<file path="config.mk">
export PLATFORM = sky130hd
export DESIGN_NAME = axi_lite_config_slave
export DESIGN_NICKNAME = d
export VERILOG_FILES = /design/src/rtl/dp_axi_pkg.sv /design/src/rtl/axi_lite_config_slave.sv
export SDC_FILE = /design/constraint.sdc
export NUM_CORES = 1
export LEC_CHECK = 0
export CAP_MARGIN = 30
export CELL_PAD_IN_SITES_DETAIL_PLACEMENT = 1
export CELL_PAD_IN_SITES_GLOBAL_PLACEMENT = 1
export CORE_MARGIN = 10
export CORE_UTILIZATION = 51
export CTS_BUF_LIST = sky130_fd_sc_hd__clkbuf_8 sky130_fd_sc_hd__clkbuf_16
export CTS_CLUSTER_DIAMETER = 200
export CTS_CLUSTER_SIZE = 40
export DETAILED_ROUTE_END_ITERATION = 6
export DONT_BUFFER_PORTS = 1
export HOLD_SLACK_MARGIN = 0.05
export PLACE_DENSITY = 0.82
export SYNTH_ARGS = -nofsm -noshare
export SYNTH_HDL_FRONTEND = slang
export SYNTH_SLANG_ARGS = --single-unit
</file>
<file path="constraint.sdc">
create_clock -name ACLK -period 3.1 [get_ports ACLK]
set_input_delay 0.465 -clock ACLK [delete_from_list [all_inputs] [get_ports ACLK]]
set_output_delay 0.465 -clock ACLK [all_outputs]
set_load 0.03 [all_outputs]
</file>
<file path="src/rtl/dp_axi_pkg.sv">
// Shared definitions for the dot-product accelerator config bus: register map,
// AXI response codes, FSM state types and the AXI address decoder.
package dp_axi_pkg;

  localparam logic [4:0] OFF_CONTROL = 5'h00;
  localparam logic [4:0] OFF_VEC_A   = 5'h04;
  localparam logic [4:0] OFF_VEC_B   = 5'h08;
  localparam logic [4:0] OFF_VEC_LEN = 5'h0C;
  localparam logic [4:0] OFF_OUTPUT  = 5'h10;
  localparam logic [4:0] OFF_STATUS  = 5'h14;
  localparam logic [4:0] OFF_RESULT  = 5'h18;

  localparam logic [2:0] IDX_CONTROL = 3'd0;
  localparam logic [2:0] IDX_VEC_A   = 3'd1;
  localparam logic [2:0] IDX_VEC_B   = 3'd2;
  localparam logic [2:0] IDX_VEC_LEN = 3'd3;
  localparam logic [2:0] IDX_OUTPUT  = 3'd4;
  localparam logic [2:0] IDX_STATUS  = 3'd5;
  localparam logic [2:0] IDX_RESULT  = 3'd6;

  localparam logic [1:0] RESP_OKAY   = 2'b00;
  localparam logic [1:0] RESP_SLVERR = 2'b10;

  typedef enum logic [0:0] {R_IDLE, R_DATA} rd_state_t;
  typedef enum logic [1:0] {W_IDLE, W_HAVE_AW, W_HAVE_W, W_RESP} wr_state_t;
  typedef enum logic [2:0] {
    M_IDLE, M_FETCH_A, M_FETCH_B, M_ACCUM, M_WRITE_RESULT, M_WRITE_STATUS
  } master_state_t;

  typedef struct packed {
    logic [2:0] idx;
    logic       rd_ok;
    logic       wr_ok;
  } decode_t;

  // AXI view of the map: reads reach 0x00-0x14, writes only 0x10 (RESULT) and 0x14.
  function automatic decode_t axi_decode(input logic [4:0] off);
    decode_t d;
    d.idx   = off[4:2];
    d.rd_ok = 1'b0;
    d.wr_ok = 1'b0;
    if (off[1:0] == 2'b00) begin
      d.rd_ok = (off <= OFF_STATUS);
      d.wr_ok = (off == OFF_OUTPUT) || (off == OFF_STATUS);
    end
    return d;
  endfunction

endpackage

</file>
<file path="src/rtl/axi_lite_config_slave.sv">
// AXI-Lite responder for the accelerator master plus a single-cycle host register port.
// Handshakes: a beat transfers on the rising ACLK edge where VALID and READY are both high.
module axi_lite_config_slave
  import dp_axi_pkg::*;
#(
  parameter int ADDR_WIDTH = 32,
  parameter int DATA_WIDTH = 32
) (
  input  logic                  ACLK,
  input  logic                  ARESETN,
  input  logic [ADDR_WIDTH-1:0] ARADDR,
  input  logic                  ARVALID,
  output logic                  ARREADY,
  output logic [DATA_WIDTH-1:0] RDATA,
  output logic [1:0]            RRESP,
  output logic                  RVALID,
  input  logic                  RREADY,
  input  logic [ADDR_WIDTH-1:0] AWADDR,
  input  logic                  AWVALID,
  output logic                  AWREADY,
  input  logic [DATA_WIDTH-1:0] WDATA,
  input  logic                  WVALID,
  output logic                  WREADY,
  output logic [1:0]            BRESP,
  output logic                  BVALID,
  input  logic                  BREADY,
  input  logic                  HOST_WE,
  input  logic [4:0]            HOST_ADDR,
  input  logic [31:0]           HOST_WDATA,
  output logic [31:0]           HOST_RDATA,
  output logic                  start_signal,
  output logic                  irq,
  output rd_state_t             dbg_rd_state,
  output wr_state_t             dbg_wr_state
);

  logic live;
  rd_state_t rd_state, rd_next;
  wr_state_t wr_state, wr_next;

  logic [DATA_WIDTH-1:0] ctrl_q, vec_a_q, vec_b_q, vec_len_q, out_addr_q, result_q;
  logic                  done_q, start_q;
  logic [DATA_WIDTH-1:0] rdata_q, w_data_q, axi_rd_word, wr_data;
  logic [1:0]            rresp_q, bresp_q;
  logic [4:0]            aw_addr_q, wr_off;
  logic                  ar_fire, aw_fire, w_fire, wr_do;
  logic                  result_we, done_set, host_ok, host_ctrl_we, host_clr;
  decode_t               ar_dec, wr_dec;
  logic                  unused_bits;

  assign unused_bits = ^{ARADDR[ADDR_WIDTH-1:5], AWADDR[ADDR_WIDTH-1:5],
                         ar_dec.wr_ok, wr_dec.rd_ok};

  // Readies stay low until the first clock after reset release.
  assign ARREADY = live && (rd_state == R_IDLE);
  assign AWREADY = live && (wr_state == W_IDLE || wr_state == W_HAVE_W);
  assign WREADY  = live && (wr_state == W_IDLE || wr_state == W_HAVE_AW);
  assign RVALID  = (rd_state == R_DATA);
  assign BVALID  = (wr_state == W_RESP);
  assign RDATA   = rdata_q;
  assign RRESP   = rresp_q;
  assign BRESP   = bresp_q;
  assign start_signal = start_q;
  assign irq          = done_q;
  assign dbg_rd_state = rd_state;
  assign dbg_wr_state = wr_state;

  assign ar_fire = ARVALID && ARREADY;
  assign aw_fire = AWVALID && AWREADY;
  assign w_fire  = WVALID && WREADY;
  assign ar_dec  = axi_decode(ARADDR[4:0]);

  always_comb begin
    axi_rd_word = '0;
    case (ar_dec.idx)
      IDX_CONTROL: axi_rd_word = ctrl_q;
      IDX_VEC_A:   axi_rd_word = vec_a_q;
      IDX_VEC_B:   axi_rd_word = vec_b_q;
      IDX_VEC_LEN: axi_rd_word = vec_len_q;
      IDX_OUTPUT:  axi_rd_word = out_addr_q;
      IDX_STATUS:  axi_rd_word = {{(DATA_WIDTH-1){1'b0}}, done_q};
      default:     axi_rd_word = '0;
    endcase
  end

  always_comb begin
    rd_next = rd_state;
    case (rd_state)
      R_IDLE:  if (ar_fire) rd_next = R_DATA;
      R_DATA:  if (RREADY)  rd_next = R_IDLE;
      default: rd_next = R_IDLE;
    endcase
  end

  // The write is performed on the edge of whichever of AW/W arrives last.
  always_comb begin
    wr_next = wr_state;
    wr_do   = 1'b0;
    wr_off  = aw_addr_q;
    wr_data = w_data_q;
    case (wr_state)
      W_IDLE: begin
        if (aw_fire && w_fire) begin
          wr_do   = 1'b1;
          wr_off  = AWADDR[4:0];
          wr_data = WDATA;
          wr_next = W_RESP;
        end else if (aw_fire) begin
          wr_next = W_HAVE_AW;
        end else if (w_fire) begin
          wr_next = W_HAVE_W;
        end
      end
      W_HAVE_AW: if (w_fire) begin
        wr_do   = 1'b1;
        wr_data = WDATA;
        wr_next = W_RESP;
      end
      W_HAVE_W: if (aw_fire) begin
        wr_do   = 1'b1;
        wr_off  = AWADDR[4:0];
        wr_next = W_RESP;
      end
      W_RESP:  if (BREADY) wr_next = W_IDLE;
      default: wr_next = W_IDLE;
    endcase
  end

  assign wr_dec    = axi_decode(wr_off);
  assign result_we = wr_do && wr_dec.wr_ok && (wr_dec.idx == IDX_OUTPUT);
  assign done_set  = wr_do && wr_dec.wr_ok && (wr_dec.idx == IDX_STATUS) && wr_data[0];

  assign host_ok      = HOST_WE && (HOST_ADDR[1:0] == 2'b00);
  assign host_ctrl_we = host_ok && (HOST_ADDR[4:2] == IDX_CONTROL);
  assign host_clr     = host_ok && (HOST_ADDR[4:2] == IDX_STATUS) && HOST_WDATA[0];

  always_comb begin
    HOST_RDATA = '0;
    if (HOST_ADDR[1:0] == 2'b00) begin
      case (HOST_ADDR[4:2])
        IDX_CONTROL: HOST_RDATA = ctrl_q;
        IDX_VEC_A:   HOST_RDATA = vec_a_q;
        IDX_VEC_B:   HOST_RDATA = vec_b_q;
        IDX_VEC_LEN: HOST_RDATA = vec_len_q;
        IDX_OUTPUT:  HOST_RDATA = out_addr_q;
        IDX_STATUS:  HOST_RDATA = {31'b0, done_q};
        IDX_RESULT:  HOST_RDATA = result_q;
        default:     HOST_RDATA = '0;
      endcase
    end
  end

  always_ff @(posedge ACLK or negedge ARESETN) begin
    if (!ARESETN) begin
      live      <= 1'b0;
      rd_state  <= R_IDLE;
      wr_state  <= W_IDLE;
      rdata_q   <= '0;
      rresp_q   <= RESP_OKAY;
      bresp_q   <= RESP_OKAY;
      aw_addr_q <= '0;
      w_data_q  <= '0;
    end else begin
      live     <= 1'b1;
      rd_state <= rd_next;
      wr_state <= wr_next;
      if (ar_fire) begin
        rdata_q <= ar_dec.rd_ok ? axi_rd_word : '0;
        rresp_q <= ar_dec.rd_ok ? RESP_OKAY : RESP_SLVERR;
      end
      if (aw_fire) aw_addr_q <= AWADDR[4:0];
      if (w_fire)  w_data_q  <= WDATA;
      if (wr_do)   bresp_q   <= wr_dec.wr_ok ? RESP_OKAY : RESP_SLVERR;
    end
  end

  always_ff @(posedge ACLK or negedge ARESETN) begin
    if (!ARESETN) begin
      ctrl_q     <= '0;
      vec_a_q    <= '0;
      vec_b_q    <= '0;
      vec_len_q  <= '0;
      out_addr_q <= '0;
      result_q   <= '0;
      done_q     <= 1'b0;
      start_q    <= 1'b0;
    end else begin
      start_q <= host_ctrl_we && HOST_WDATA[0];
      if (host_ctrl_we) ctrl_q <= HOST_WDATA;
      if (done_set)     ctrl_q[0] <= 1'b0;
      if (host_ok && HOST_ADDR[4:2] == IDX_VEC_A)   vec_a_q    <= HOST_WDATA;
      if (host_ok && HOST_ADDR[4:2] == IDX_VEC_B)   vec_b_q    <= HOST_WDATA;
      if (host_ok && HOST_ADDR[4:2] == IDX_VEC_LEN) vec_len_q  <= HOST_WDATA;
      if (host_ok && HOST_ADDR[4:2] == IDX_OUTPUT)  out_addr_q <= HOST_WDATA;
      if (result_we) result_q <= wr_data;
      // A same-cycle AXI set beats the host W1C.
      if (done_set)      done_q <= 1'b1;
      else if (host_clr) done_q <= 1'b0;
    end
  end

endmodule

</file>
==> results.cfg <==
[synthesis]
yosysTopAreaCell = dfrtp_1
synthMuxAreaShare = 0.253
yosysWarningCount = 0
synth-seq-area-share = 0.484
ys.flop_type = dfrtp_1
synth_cell_types = 55
ys_seq_elements = 269
synth_top_family_by_area = multiplexers
synth_top_cell_area_share = 0.484
synthArstFlopShare = 1.00
syn-cell-area_sq_mm = 0.0139
syn_inst = 1212
syn_avg_cell_area_sq_um = 11.5
synth_adder_area_share = 0.00450
synth_edf_count = 0
synthSimpleGateAreaFrac = 0.0766
synth_compound_area_frac = 0.139
synthXorXnorAreaFrac = 0
ys_top_cells_by_area = dfrtp_1 (48%), mux2i_1 (8.8%), mux2_1 (8.6%)

[hold_path]
hold_path_class = in -> async

[die]
core_area_sq_mm = 0.0269
dieArea_sq_mm = 0.0343
die_h_um = 185
ios = 219
floorplan.rows = 60
dieWidth_um = 185
start_util = 0.518

[timing]
finalSetupViolCount = 0
whs_ns = -0.339
period_needed_ns = 2.62
max_slew_margin = 0.418
max_freq_mhz = 381
rsz0062_at_grt = false
worstMarginPinSlew_ns = 0.870
skew_ns = 0.0198
setup_ws_ns = 0.479
final_hold_viol_count = 269
min_period_over_period = 0.846
slew_violations = 0
tns_ns = 0

[setup_path]
r2r_start = dbg_wr_state[0]
worstSetupPathType = reg -> reg
startpoint = dbg_wr_state[0]
worstPathMaxFanout = 40
worst_ep_required_time_ns = 3.55
arrival_ns = 3.07
crit_path_end_kind = register
crit_slowest_cell = a222oi_1
start_kind = register
crit_path_frequent_cell = buf_4
cpPeakStageDelay_ns = 0.74
path_cells = inv_1, ha_2, buf_4, o211ai_1, buf_4, a222oi_1, o32a_1

[route]
wirelength_um = 42500
ant_nets = 0
dr.pass1.iters = 7
route.detailed.drc = 0
dr.first_iter.drc_count = 1017
via_per_inst = 6.62
vias = 10100
wl_per_cell_um = 27.8

[power]
power_mw = 10.0
ir_worst_vdd_mv = 0.514
powerDensity_mw_per_mm2 = 678
power_leakage_nw = 7.03

[clock_tree]
post_cts_buffers = 0
worst_skew_pair.late_latency_ns = 0.50
cts_tree = done
root_buffer = clkbuf_16
cts_resized = 0
cts-buffers-inserted = 10
cts.reportedPaths.clkPinSlew_ns = 0.15
clock_sink_count = 269
cts_max_level = 1
cts-hold-fix-buffers = 1
clock_path_buffers = 3

[grt]
grt_overflow = 0
grt.total_usage = 0.242
grt_pass1_wl_um = 64400
grt_antenna_before_repair = 0
grt_max_degree = 270
grt_pass1_vias = 10600

[final_layout]
drive_above_1_share = 0.143
area_growth_pct = 6.22
nNetsFinal = 1331
fin_area_sq_mm = 0.0148
antennaDiodeCount = 0

[outcome]
failed_checks = hold timing
outcome = complete, but fails checks

[placed_design]
place_ws_ns = 0.481
dp_hpwl_um = 28100
place.gp.congestion = 0.839
dpl-instance-area_sq_mm = 0.0144
port_buffers = 0

[job]
max_cap_violations = 0
## per-layer routing
metal | vias to the layer above | track usage | wire length, um
met5 | - | 0 | 0
met4 | 0 | 0.0663 | 988
li1 | 4388 | - | -
met1 | 5331 | 0.308 | 17700
met2 | 324 | 0.404 | 20700
met3 | 61 | 0.0568 | 3070
## flip-flops by register name (all words and copies together), names as in the netlist
signal / cells
RDATA: 32
ctrl_q: 32
out_addr_q: 32
result_q: 32
vec_a_q: 32
vec_b_q: 32
vec_len_q: 32
w_data_q: 32
aw_addr_q: 5
dbg_wr_state: 2
BRESP: 1
RRESP: 1
RVALID: 1
irq: 1
live: 1
start_signal: 1
## synth_stat cells, types with 5 or more instances
cell	count
a2111oi_0	13
a21oi_1	38
a222oi_1	32
a22o_1	48
a22oi_1	22
a32o_1	12
and2_1	19
buf_1	12
buf_2	21
clkbuf_1	61
dfrtp_1	269
ha_1	5
inv_1	39
mux2_1	106
mux2_2	57
mux2i_1	122
mux4_2	20
nand2_1	153
nand2b_1	12
nor2_1	47
o221ai_1	15
o22ai_1	18
o2bb2ai_1	15
## through the flow
step / instances / utilization
2_1_floorplan: 1213 / -
3_3_place_gp: 1508 / 0.537
3_5_place_dp: 1508 / 0.537
4_1_cts: 1521 / 0.548
5_1_grt: 1526 / 0.550
6_report: 1526 / 0.550
## kinds of logic (layout without fill, tap and decap cells)
family,count (synthesis),count (layout)
other cells,2,3
buf+inv,141,113
mux,306,306
flops,269,269
compound gates,240,240
simple gates,249,249
fa+ha+maj,5,5
## report_power, final
| part | switching [mW] | internal (mW) |
|---|---|---|
| Sequential | 0.878 | 4.37 |
| Clock | 1.11 | 0.655 |
| Combinational | 1.55 | 1.45 |
| Total | 3.54 | 6.48 |
## critical path: cells and delay by family (launching register included)
kind,cells,cell delay [ns]
adders and majority gates,1,0.34
AOI/OAI and AO/OA,3,1.12
buffers and inverters,3,0.72
DFF,1,0.41
## placed cells by master (no fill, tap or decap), types with 22 or more instances in the layout
cell and instances:
a222oi_1 32, dfrtp_1 269, nor2_1 47, nand2_1 153, a22o_1 48, mux2_2 57, inv_1 39, a21oi_1 38
mux2_1 106, buf_4 54, mux2i_1 122, a22oi_1 22
## worst paths after layout
check,end,slack [ns],cells past startpoint
worst max-delay path,ctrl_q[0],0.48,7
worst min-delay path,w_data_q[7],-0.34,0
worst max register to register,ctrl_q[0],0.48,7
worst min register to register,w_data_q[0],0.52,2
max in group asynchronous,RDATA[20],3.05,0
min in group ACLK,aw_addr_q[0],0.05,2
## final cells by class
type / instances / area (sq um)
tap: 341 / 427
clock inverter: 1 / 16.3
clock buffer: 11 / 275
multi-input combinational: 803 / 6690
timing repair buffer: 61 / 485
fill: 2815 / 12100
inverter: 40 / 150
sequential: 269 / 6730
Note: power is estimated with default switching activity, not from simulation.
